$ cat src/rtl/bank_pkg.sv
`default_nettype none
// ============================================================================
// Module   : bank_pkg
// Purpose  : Shared widths, write-back entry type, head FSM state encoding
//            and small slicing helpers for the bank write-back queue.
// Revision : 1.0  initial release
// ============================================================================
package bank_pkg;

  localparam int BANK_LINE_W   = 256;
  localparam int BANK_BEAT_W   = 128;
  localparam int BANK_STRB_W   = 16;
  localparam int BANK_SETWAY_W = 6;

  // One queued write-back: full line, both strobe halves and the set/way (278 bits)
  typedef struct packed {
    logic [BANK_LINE_W-1:0]   data;
    logic [BANK_STRB_W-1:0]   strb;
    logic [BANK_SETWAY_W-1:0] set_way;
  } bank_entry_t;

  // Head-of-queue beat sequencer states
  typedef enum logic [1:0] {
    ST_IDLE  = 2'd0,
    ST_BEAT0 = 2'd1,
    ST_BEAT1 = 2'd2
  } wbq_state_e;

  // Select the offset0 (sel=0) or offset1 (sel=1) half of a line
  function automatic logic [BANK_BEAT_W-1:0] line_half(
    input logic [BANK_LINE_W-1:0] line,
    input logic                   sel
  );
    return sel ? line[BANK_LINE_W-1:BANK_BEAT_W] : line[BANK_BEAT_W-1:0];
  endfunction

  // Select the offset0 (sel=0) or offset1 (sel=1) half of the strobe
  function automatic logic [BANK_STRB_W/2-1:0] strb_half(
    input logic [BANK_STRB_W-1:0] strb,
    input logic                   sel
  );
    return sel ? strb[BANK_STRB_W-1:BANK_STRB_W/2] : strb[BANK_STRB_W/2-1:0];
  endfunction

endpackage
`default_nettype wire

$ cat src/rtl/bank_writeback_queue_if.sv
`default_nettype none
// ============================================================================
// Module   : bank_writeback_queue_if
// Purpose  : Bundle between the beat sequencer (master) and the entry FIFO
//            (slave): push handshake, head entry view, pop strobe and count.
// Revision : 1.0  initial release
// ============================================================================
interface bank_writeback_queue_if;
  import bank_pkg::*;

  logic        push_valid;
  logic        push_ready;
  bank_entry_t push_entry;
  bank_entry_t head_entry;
  logic        pop;
  logic [3:0]  count;

  modport master (
    output push_valid, push_entry, pop,
    input  push_ready, head_entry, count
  );

  modport slave (
    input  push_valid, push_entry, pop,
    output push_ready, head_entry, count
  );

endinterface
`default_nettype wire

$ cat src/rtl/bank_wb_fifo.sv
`default_nettype none
// ============================================================================
// Module   : bank_wb_fifo
// Purpose  : Entry storage for the write-back queue with read/write pointers
//            and an occupancy count. The head entry is presented continuously.
// Revision : 1.0  initial release
// ============================================================================
module bank_wb_fifo #(
  parameter int DEPTH = 4
) (
  input  logic                  clk_i,
  input  logic                  rst_i,
  bank_writeback_queue_if.slave fifo_if
);
  import bank_pkg::*;

  localparam int                 c_PTR_W   = $clog2(DEPTH);
  localparam logic [c_PTR_W-1:0] c_PTR_ONE = c_PTR_W'(1);
  localparam logic [3:0]         c_DEPTH   = 4'(DEPTH);

  bank_entry_t        r_mem [DEPTH];
  logic [c_PTR_W-1:0] r_wptr;
  logic [c_PTR_W-1:0] r_rptr;
  logic [3:0]         r_count;

  logic w_ready;
  logic w_push;
  logic w_pop;

  // Ready looks only at the registered count, never at a same-cycle pop
  assign w_ready            = (r_count < c_DEPTH);
  assign w_push             = fifo_if.push_valid & w_ready;
  assign w_pop              = fifo_if.pop & (r_count != 4'd0);
  assign fifo_if.push_ready = w_ready;
  assign fifo_if.head_entry = r_mem[r_rptr];
  assign fifo_if.count      = r_count;

  // Entry storage write; contents are intentionally left unreset
  always_ff @(posedge clk_i) begin
    if (w_push) begin
      r_mem[r_wptr] <= fifo_if.push_entry;
    end
  end

  // Pointer and occupancy tracking; DEPTH is a power of two so pointers wrap naturally
  always_ff @(posedge clk_i) begin
    if (rst_i) begin
      r_wptr  <= '0;
      r_rptr  <= '0;
      r_count <= 4'd0;
    end else begin
      if (w_push) begin
        r_wptr <= r_wptr + c_PTR_ONE;
      end
      if (w_pop) begin
        r_rptr <= r_rptr + c_PTR_ONE;
      end
      case ({w_push, w_pop})
        2'b10:   r_count <= r_count + 4'd1;
        2'b01:   r_count <= r_count - 4'd1;
        default: r_count <= r_count;
      endcase
    end
  end

endmodule
`default_nettype wire

$ cat src/rtl/bank_writeback_queue.sv
`default_nettype none
// ============================================================================
// Module   : bank_writeback_queue
// Purpose  : Queues SRAM-controller write-back lines and replays each one to
//            memory as up to two 128-bit beats (offset0 then offset1),
//            skipping halves whose strobes are all zero.
// Revision : 1.0  initial release
// ============================================================================
module bank_writeback_queue
  import bank_pkg::*;
#(
  parameter int DEPTH = 4
) (
  input  logic                       clk_i,
  input  logic                       rst_i,
  input  logic                       sc_biu_valid_i,
  output logic                       sc_biu_ready_o,
  input  logic [BANK_LINE_W-1:0]     sc_biu_data_i,
  input  logic [BANK_STRB_W-1:0]     sc_biu_strb_i,
  input  logic [BANK_SETWAY_W-1:0]   sc_biu_set_way_i,
  output logic                       biu_mem_valid_o,
  input  logic                       biu_mem_ready_i,
  output logic [BANK_SETWAY_W-1:0]   biu_mem_set_way_o,
  output logic                       biu_mem_offset_o,
  output logic [BANK_BEAT_W-1:0]     biu_mem_data_o,
  output logic [BANK_STRB_W/2-1:0]   biu_mem_strb_o,
  output logic                       biu_mem_last_o,
  output logic                       wbq_empty_o,
  output logic [3:0]                 wbq_count_o
);

  bank_writeback_queue_if u_if ();

  bank_wb_fifo #(
    .DEPTH (DEPTH)
  ) u_fifo (
    .clk_i   (clk_i),
    .rst_i   (rst_i),
    .fifo_if (u_if)
  );

  wbq_state_e               r_state;
  logic                     r_valid;
  logic                     r_offset;
  logic                     r_last;
  logic [BANK_BEAT_W-1:0]   r_data;
  logic [BANK_STRB_W/2-1:0] r_strb;
  logic [BANK_SETWAY_W-1:0] r_set_way;

  bank_entry_t w_in_entry;
  bank_entry_t w_cand;
  logic        w_have_head;
  logic        w_push;
  logic        w_cand_valid;
  logic        w_lo_nz;
  logic        w_hi_nz;
  logic        w_beat_done;

  assign w_in_entry      = '{data: sc_biu_data_i, strb: sc_biu_strb_i, set_way: sc_biu_set_way_i};
  assign u_if.push_valid = sc_biu_valid_i;
  assign u_if.push_entry = w_in_entry;
  assign sc_biu_ready_o  = u_if.push_ready;
  assign w_push          = sc_biu_valid_i & u_if.push_ready;
  assign w_have_head     = (u_if.count != 4'd0);

  // With an empty queue the entry being pushed this cycle is loaded straight
  // into the beat registers, giving one cycle push-to-valid latency while
  // the outputs still come only from flops.
  assign w_cand       = w_have_head ? u_if.head_entry : w_in_entry;
  assign w_cand_valid = w_have_head | w_push;
  assign w_lo_nz      = |strb_half(w_cand.strb, 1'b0);
  assign w_hi_nz      = |strb_half(w_cand.strb, 1'b1);
  assign w_beat_done  = r_valid & biu_mem_ready_i;

  // Pop on a silent (all-zero strobe) head, or when the final beat is taken
  assign u_if.pop = ((r_state == ST_IDLE) & w_have_head & ~w_lo_nz & ~w_hi_nz)
                  | (w_beat_done & r_last);

  // Head-of-queue beat sequencer with registered memory-side outputs
  always_ff @(posedge clk_i) begin
    if (rst_i) begin
      r_state   <= ST_IDLE;
      r_valid   <= 1'b0;
      r_offset  <= 1'b0;
      r_last    <= 1'b0;
      r_data    <= '0;
      r_strb    <= '0;
      r_set_way <= '0;
    end else begin
      case (r_state)
        ST_IDLE: begin
          if (w_cand_valid && w_lo_nz) begin
            r_state   <= ST_BEAT0;
            r_valid   <= 1'b1;
            r_offset  <= 1'b0;
            r_last    <= ~w_hi_nz;
            r_data    <= line_half(w_cand.data, 1'b0);
            r_strb    <= strb_half(w_cand.strb, 1'b0);
            r_set_way <= w_cand.set_way;
          end else if (w_cand_valid && w_hi_nz) begin
            r_state   <= ST_BEAT1;
            r_valid   <= 1'b1;
            r_offset  <= 1'b1;
            r_last    <= 1'b1;
            r_data    <= line_half(w_cand.data, 1'b1);
            r_strb    <= strb_half(w_cand.strb, 1'b1);
            r_set_way <= w_cand.set_way;
          end
        end
        ST_BEAT0: begin
          if (biu_mem_ready_i) begin
            if (r_last) begin
              r_state <= ST_IDLE;
              r_valid <= 1'b0;
              r_last  <= 1'b0;
            end else begin
              r_state  <= ST_BEAT1;
              r_offset <= 1'b1;
              r_last   <= 1'b1;
              r_data   <= line_half(u_if.head_entry.data, 1'b1);
              r_strb   <= strb_half(u_if.head_entry.strb, 1'b1);
            end
          end
        end
        ST_BEAT1: begin
          if (biu_mem_ready_i) begin
            r_state <= ST_IDLE;
            r_valid <= 1'b0;
            r_last  <= 1'b0;
          end
        end
        default: begin
          r_state <= ST_IDLE;
          r_valid <= 1'b0;
          r_last  <= 1'b0;
        end
      endcase
    end
  end

  assign biu_mem_valid_o   = r_valid;
  assign biu_mem_offset_o  = r_offset;
  assign biu_mem_last_o    = r_last;
  assign biu_mem_data_o    = r_data;
  assign biu_mem_strb_o    = r_strb;
  assign biu_mem_set_way_o = r_set_way;
  assign wbq_count_o       = u_if.count;
  assign wbq_empty_o       = (u_if.count == 4'd0) & (r_state == ST_IDLE);

endmodule
`default_nettype wire

$ cat config.mk
export PLATFORM = sky130hd
export DESIGN_NAME = bank_writeback_queue
export DESIGN_NICKNAME = d
export VERILOG_FILES = /design/src/rtl/bank_pkg.sv /design/src/rtl/bank_writeback_queue_if.sv /design/src/rtl/bank_wb_fifo.sv /design/src/rtl/bank_writeback_queue.sv
export SDC_FILE = /design/constraint.sdc
export NUM_CORES = 1
export LEC_CHECK = 0
export ABC_CLOCK_PERIOD_IN_PS = 8500
export BUFFER_PORTS_ARGS = -buffer_cell sky130_fd_sc_hd__buf_2
export CAP_MARGIN = 20
export CELL_PAD_IN_SITES_DETAIL_PLACEMENT = 1
export CELL_PAD_IN_SITES_GLOBAL_PLACEMENT = 1
export CORE_ASPECT_RATIO = 1.1
export CORE_UTILIZATION = 40
export CTS_CLUSTER_SIZE = 8
export DETAILED_ROUTE_END_ITERATION = 8
export GPL_ROUTABILITY_DRIVEN = 0
export MAX_ROUTING_LAYER = met4
export PLACE_DENSITY_LB_ADDON = 0.1
export SLEW_MARGIN = 20
export SYNTH_ARGS = -nofsm -noshare
export SYNTH_HDL_FRONTEND = slang
export SYNTH_SLANG_ARGS = --single-unit
$ cat constraint.sdc
create_clock -name clk_i -period 8.5 [get_ports clk_i]
set_clock_uncertainty 0.1 [all_clocks]
set_input_delay 0 -clock clk_i [delete_from_list [all_inputs] [get_ports clk_i]]
set_output_delay 0 -clock clk_i [all_outputs]
set_load 0.01 [all_outputs]
== Yosys cells after proc, flatten, opt, wreduce, memory -nomap -nowiden ==
Memories as Yosys holds them, arrays and structs flattened. A register that Yosys moved wholly into a read port is not among the register bits.
Cells that the tools add are included.

* Bits in registers: 155
* Latch bits: 0
* Bits in writable memories: 1112
* ROM bits: 0
* Bits of input ports: 282
* Output and inout bits: 151
* Word-level logic and storage cells: 89
* Memories: 1

{| class="wikitable"
|+ Memory list
! memory !! depth !! width !! read ports !! clocked after Yosys merged registers in !! write ports !! RTL line !! source
|-
| u_fifo.r_mem || 4 || 278 || 1 || 1 || 1 || bank_wb_fifo.sv:21 || <nowiki>bank_entry_t r_mem [DEPTH];</nowiki>
|}

* Add/subtract/negate cells: 4
* $mul: 0
* Div/mod/pow operators: 0
* $lt $le $gt $ge: 1
* Equality and inequality tests: 9
* Shift-type cells: 0
* Multiplexer cells: 38
* Bitwise logic cells: 12
* Reductions and logical operators: 14

{| class="wikitable"
|+ Operators with widths
! operator !! count
|-
| $mux 128 || 4
|-
| $mux 278 || 1
|-
| $pmux 128 s2 || 1
|-
| $mux 8 || 4
|-
| $pmux 8 s2 || 1
|-
| $reduce_or 8->1 || 2
|-
| $mux 2 || 7
|-
| $mux 1 || 13
|-
| $mux 6 || 2
|-
| $and 1x1->1 || 8
|-
| $ne 2x2->1 const B || 4
|-
| $pmux 4 s2 || 1
|-
| $reduce_and 4->1 || 2
|-
| $pmux 1 s3 || 2
|-
| $pmux 2 s3 || 1
|-
| $reduce_bool 2->1 || 3
|-
| $add 2x1->2 const B || 2
|-
| $add 4x1->4 const B || 1
|-
| $eq 2x1->1 const B || 2
|-
| $eq 2x2->1 const B || 2
|-
| $logic_not 4->1 || 1
|-
| $lt 4x3->1 const B || 1
|-
| $reduce_bool 4->1 || 1
|-
| $sub 4x1->4 const B || 1
|-
| 8 further kinds || 11
|}

== Logic depth before layout (Yosys ltp) ==
* Depth in word-level cells: 10
* Mapped depth: 18

== Hierarchy ==
Synthesis repeated with hierarchy kept, for this count alone.

* Cells, all modules: 2667
* Area total of the unflattened synthesis: 50492.2 µm²

{| class="wikitable"
|+ Modules (own cells, without submodules)
! module !! times used !! cells an instance !! area each (µm²) !! sequential area each (µm²)
|-
| bank_wb_fifo || 1 || 1511 || 40654.0 || 33592.2
|-
| bank_writeback_queue || 1 || 1156 || 9838.2 || 2942.8
|}

== Least setup slack after synthesis ==
Ideal clock, no wire load.

* Path kind: reg2reg
* From: reg u_fifo.r_count[2] (netlist: u_fifo.fifo_if.count[2])
* To: mem u_fifo.r_mem[0][0] (netlist name) (enable)
* Data arrival time: 7.271 ns
* Data required time: 7.723 ns
* Setup slack: 0.452 ns
* Cell stages (with the launch flop): 4
* Path buffers: 1
* Clock period less this slack: 8.048 ns
* Cells stage by stage: dfxtp_1 clkbuf_1 nor2_1 and3_1

* Cells in the longest elaborated chain, start to end: 4

{| class="wikitable"
|+ RTL lines
! element !! RTL line !! source
|-
| from (decl) || bank_wb_fifo.sv:24 || <nowiki>logic [3:0] r_count;</nowiki>
|-
| from (signal assigned) || bank_wb_fifo.sv:59 || <nowiki>2'b10: r_count <= r_count + 4'd1;</nowiki>
|-
| from (signal assigned) || bank_wb_fifo.sv:60 || <nowiki>2'b01: r_count <= r_count - 4'd1;</nowiki>
|-
| from (signal assigned) || bank_wb_fifo.sv:61 || <nowiki>default: r_count <= r_count;</nowiki>
|-
| $lt 4x3->1 || bank_wb_fifo.sv:31 || <nowiki>assign w_ready = (r_count < c_DEPTH);</nowiki>
|-
| named net sc_biu_ready_o || bank_writeback_queue.sv:17 || <nowiki>output logic sc_biu_ready_o,</nowiki>
|-
| $and 1x1->1 || bank_wb_fifo.sv:32 || <nowiki>assign w_push = fifo_if.push_valid & w_ready;</nowiki>
|-
| $mux 1 || bank_wb_fifo.sv:40 || <nowiki>if (w_push) begin</nowiki>
|-
| $mux 1 (implied by the code) || bank_wb_fifo.sv:41 || <nowiki>r_mem[r_wptr] <= fifo_if.push_entry;</nowiki>
|-
| to (decl) || bank_wb_fifo.sv:21 ||
|}

The timed path passes the listed nets, and every way through them passes these cells.

== Worst setup path in the final report ==
* From: reg u_fifo.r_count[0] (netlist: u_fifo.fifo_if.count[0])
* To: reg u_fifo.r_count[2] (netlist: u_fifo.fifo_if.count[2])

* Cells in the longest elaborated chain, start to end: 10
* Elaborated cells between the ends (all ways): 19
* Those cells by class: add/sub (2); order compare (1); eq/ne (2); mux (2); bitwise (8); reduce/logical (4)

{| class="wikitable"
|+ RTL lines
! element !! RTL line !! source
|-
| $reduce_bool 4->1 * || bank_wb_fifo.sv:33, bank_writeback_queue.sv:64 ||
|-
| $mux 278 || bank_writeback_queue.sv:69 || <nowiki>assign w_cand = w_have_head ? u_if.head_entry : w_in_entry;</nowiki>
|-
| $reduce_or 8->1 || bank_writeback_queue.sv:71 || <nowiki>assign w_lo_nz = |strb_half(w_cand.strb, 1'b0);</nowiki>
|-
| $not 1->1 || bank_writeback_queue.sv:76 || <nowiki>assign u_if.pop = ((r_state == ST_IDLE) & w_have_head & ~w_lo_nz & ~w_hi_nz)</nowiki>
|-
| $and 1x1->1 (2 in a row) || bank_writeback_queue.sv:76 ||
|-
| $or 1x1->1 || bank_writeback_queue.sv:77 || <nowiki>| (w_beat_done & r_last);</nowiki>
|-
| $and 1x1->1 * || bank_wb_fifo.sv:33 || <nowiki>assign w_pop = fifo_if.pop & (r_count != 4'd0);</nowiki>
|-
| named net u_fifo.w_pop || bank_wb_fifo.sv:28 || <nowiki>logic w_pop;</nowiki>
|-
| $eq 2x1->1 / $eq 2x2->1 (equally long branches) || bank_wb_fifo.sv:58 || <nowiki>case ({w_push, w_pop})</nowiki>
|-
| $pmux 4 s2 / $reduce_bool 2->1 (equally long branches) || - ||
|}

Mark *: on every way through the listed nets, which the timed path passes. The rest lies on a longest branch.
A chain may end at the register's enable or synchronous reset.

==> results.cfg <==
[status]
status = finished, final reports clean

[hold_path]
hold_end = biu_mem_data_o[30]
holdCritPathClass = input pin to flop
min-delay-start = sc_biu_data_i[30]
holdPathStages = 5

[sta]
min_period_ps = 5921
setup_viol = 0
worst_slack_ps = 2579
setup_tns_ps = 0
finalHoldViolCount = 0
rsz0062_at_grt = no
relSlewSlack = 0.2442
worst_pin_slew_ps = 1134
slew_viol_final = 0
hold_slack_ps = 108.7
post-route-period-util = 0.6966
fmax_ghz = 0.1689

[floorplanning]
core_area_mm2 = 0.1274
die_w_um = 344.4
initial_core_util = 0.4051
placementRows = 137
die-area_mm2 = 0.1304
io_pins = 433
die_h_um = 378.7

[logic_synthesis]
synth.most_common_cell = edfxtp_1
syn-instance-count = 2901
syn-num-nets = 3189
synthTopCellsByCount = 1112 x edfxtp_1, 282 x mux4_2, 189 x clkbuf_1, 157 x dfxtp_1, 152 x nand2_1
netlist-cell-type-count = 57
async_reset_ff_frac = 0
netlist_area_mm2 = 0.05159
synth_edf_count = 1112
ys.flop_type = edfxtp_1
avgSynthCellArea_um2 = 17.78
ys_warn_count = 0
synth_top_area_frac = 0.6473
synth-seq-cells = 1269
netlist_top_cells_area = edfxtp_1 65%, mux4_2 12%, dfxtp_1 6.1%
yosys.area.top_type = edfxtp_1
yosysSeqAreaShare = 0.7082

[layout]
final_cells = 5724
multiInputGateArea_mm2 = 0.01411
layout.core_utilization = 0.5209
nNetsFinal = 4163
drive_gt1_frac = 0.2859
syn_to_final_growth_pct = 28.60
fill_cells = 11930
seq_area_mm2 = 0.03654
design_area_mm2 = 0.06634

[routing]
initialDrtViolationCount = 2489
via_per_inst = 5.798
routedWlPerCell_um = 28.85
first_pass_iters = 5
ant_nets = 0
wl_um = 165100
drc = 0
vias = 33190

[clock_tree]
cts_resized = 0
clock_sinks = 1269
cts_tree = built
postCtsSetupBuffers = 0
cts_root_buf = clkbuf_16
path_clk_slew_ps = 50
numCtsBuffers = 177
clk_latency_ps = 790
cts_htree_levels = 4
cts_max_path_buffers = 3

[setup_path]
cp_slowest_cell = or4_4
arrival_ps = 6480
r2r_end = u_fifo.fifo_if.count[2]
r2r-start = u_fifo.fifo_if.count[0]
worstPathCellList = or4_4 > mux2_4 > and4b_4 > and2_4 > a31oi_1 > nor2_1 > ha_1 > xor2_1 > ha_1 > a31o_2 > a31oi_1 > mux2i_1 > mux2_2
cp-end-kind = flop
slowest_delay_ps = 950
required_ps = 9060
critPathBufInv = 0
path_depth = 13
reg2reg_setup_slack_ps = 2580
critPathMaxFanout = 52
cp_top_family = simple AND/OR/NAND/NOR gates
startpoint_type = flop
crit_type = flop to flop
reg2regPathDepth = 13

[run]
drv_cap = 0

[place]
dpl_worst_slack_ps = 2580
hpwl_um = 82870
place_area_mm2 = 0.05540
dp_cells = 4803
io_buffers = 432

[power_and_ir_drop]
switching_share = 0.2647
intPower_mw = 12.18
cellLeakagePower_nw = 22.32
irDropWorstVdd_uv = 184.2
netSwitchingPower_mw = 4.384
pwr-share-comb = 0.148
power_frac_seq = 0.449
power_mw = 16.57
power.share.clock = 0.402
powerDensity_mw_per_mm2 = 249.7

[grt]
grt_start_max_net_pins = 137
antenna_found_initial = 37
grt_usage = 0.2606
grt_overflow = 0
grt_pass1_wl_um = 241800
grt_pass1_vias = 37000
[kinds of logic after synthesis]
family / Yosys count / share of synthesized area
flops: 1269 / 0.7082
compound gates: 579 / 0.07829
mux: 425 / 0.1565
xor+xnor: 3 / 0.0005094
buf+inv: 255 / 0.02040
fa+ha+maj: 6 / 0.001455
simple gates: 364 / 0.03468
[metal layers]
| layer | vias up | track usage | share of wire |
|---|---|---|---|
| li1 | 14150 | - | - |
| met5 | - | - | 0 |
| met4 | 0 | 0.08808 | 0.027 |
| met3 | 284 | 0.05704 | 0.069 |
| met2 | 1256 | 0.4308 | 0.50 |
| met1 | 17490 | 0.3158 | 0.41 |
[what timing repair did]
| action | CTS | global route |
|---|---|---|
| hold buffers | 560 | 0 |
| endpoints found under the setup margin | 0 | 0 |
| endpoints found under the hold margin | 1363 | 0 |
[registers in the layout (all words and copies together) (netlist names), named ones only]
signal and flops:
biu_mem_strb_o 8, biu_mem_offset_o 1, u_fifo.r_rptr 2, biu_mem_set_way_o 6
biu_mem_last_o 1, r_state 2, biu_mem_data_o 128, u_fifo.r_wptr 2
u_fifo.r_mem 1112, u_fifo.fifo_if.count 4, biu_mem_valid_o 1
[placed cells by master, fill, tap and decap left out, types with 3 or more instances in the layout]
cell type,n
buf_2,432
nor2_1,42
ha_1,6
inv_6,4
nand3_1,6
mux2_4,33
nor4_1,3
mux2_2,100
buf_4,45
nor2b_1,3
mux2i_1,10
a31oi_1,3
clkbuf_16,183
edfxtp_1,1112
a221oi_1,97
nand2_1,152
a21oi_1,148
o21ai_0,132
nor2_4,3
nor3_1,4
a311oi_1,8
nand4_1,130
diode_2,37
clkbuf_1,128
o221ai_1,3
inv_1,4
mux4_2,282
o31ai_1,133
inv_16,3
dfxtp_1,155
a22oi_1,3
a221oi_2,32
and3_4,4
buf_12,7
dlygate4sd3_1,560
[worst register-to-register path, stage by stage (launching register included)]
cell	delay (ps)
dfxtp_1	410
or4_4	950
mux2_4	480
and4b_4	880
and2_4	750
a31oi_1	360
nor2_1	190
ha_1	330
xor2_1	120
ha_1	200
a31o_2	210
a31oi_1	200
mux2i_1	270
mux2_2	360
[power groups by stage]
stage | Clock, mW | Sequential [mW] | Combinational, mW
detailed placement | 0 | 7.55 | 2.22
finish | 6.67 | 7.44 | 2.46
global placement | 0 | 7.53 | 2.19
floorplan | 0 | 7.65 | 1.17
global route | 7.03 | 7.48 | 2.60
CTS | 6.80 | 7.44 | 2.45
[layout make-up]
type / instances / area share
diodes: 37 / 0.001396
flip-flops and latches: 1269 / 0.5508
clock buffers: 312 / 0.07647
multi-input cells: 1377 / 0.2127
inverters: 5 / 0.0003206
clock inverters: 11 / 0.002131
well taps: 1668 / 0.03146
repair buffers: 1045 / 0.1247
[worst max-delay path by stage]
stage | start | endpoint
after floorplan | u_fifo.fifo_if.count[2] | u_fifo.r_mem[0][0]
after global placement | flop | biu_mem_data_o[96]
after detailed placement | u_fifo.fifo_if.count[0] | u_fifo.fifo_if.count[2]
after CTS | flop | biu_mem_data_o[95]
after global routing | flop | biu_mem_data_o[95]
final | u_fifo.fifo_if.count[0] | u_fifo.fifo_if.count[2]
Power figures use the tool's default switching activity.
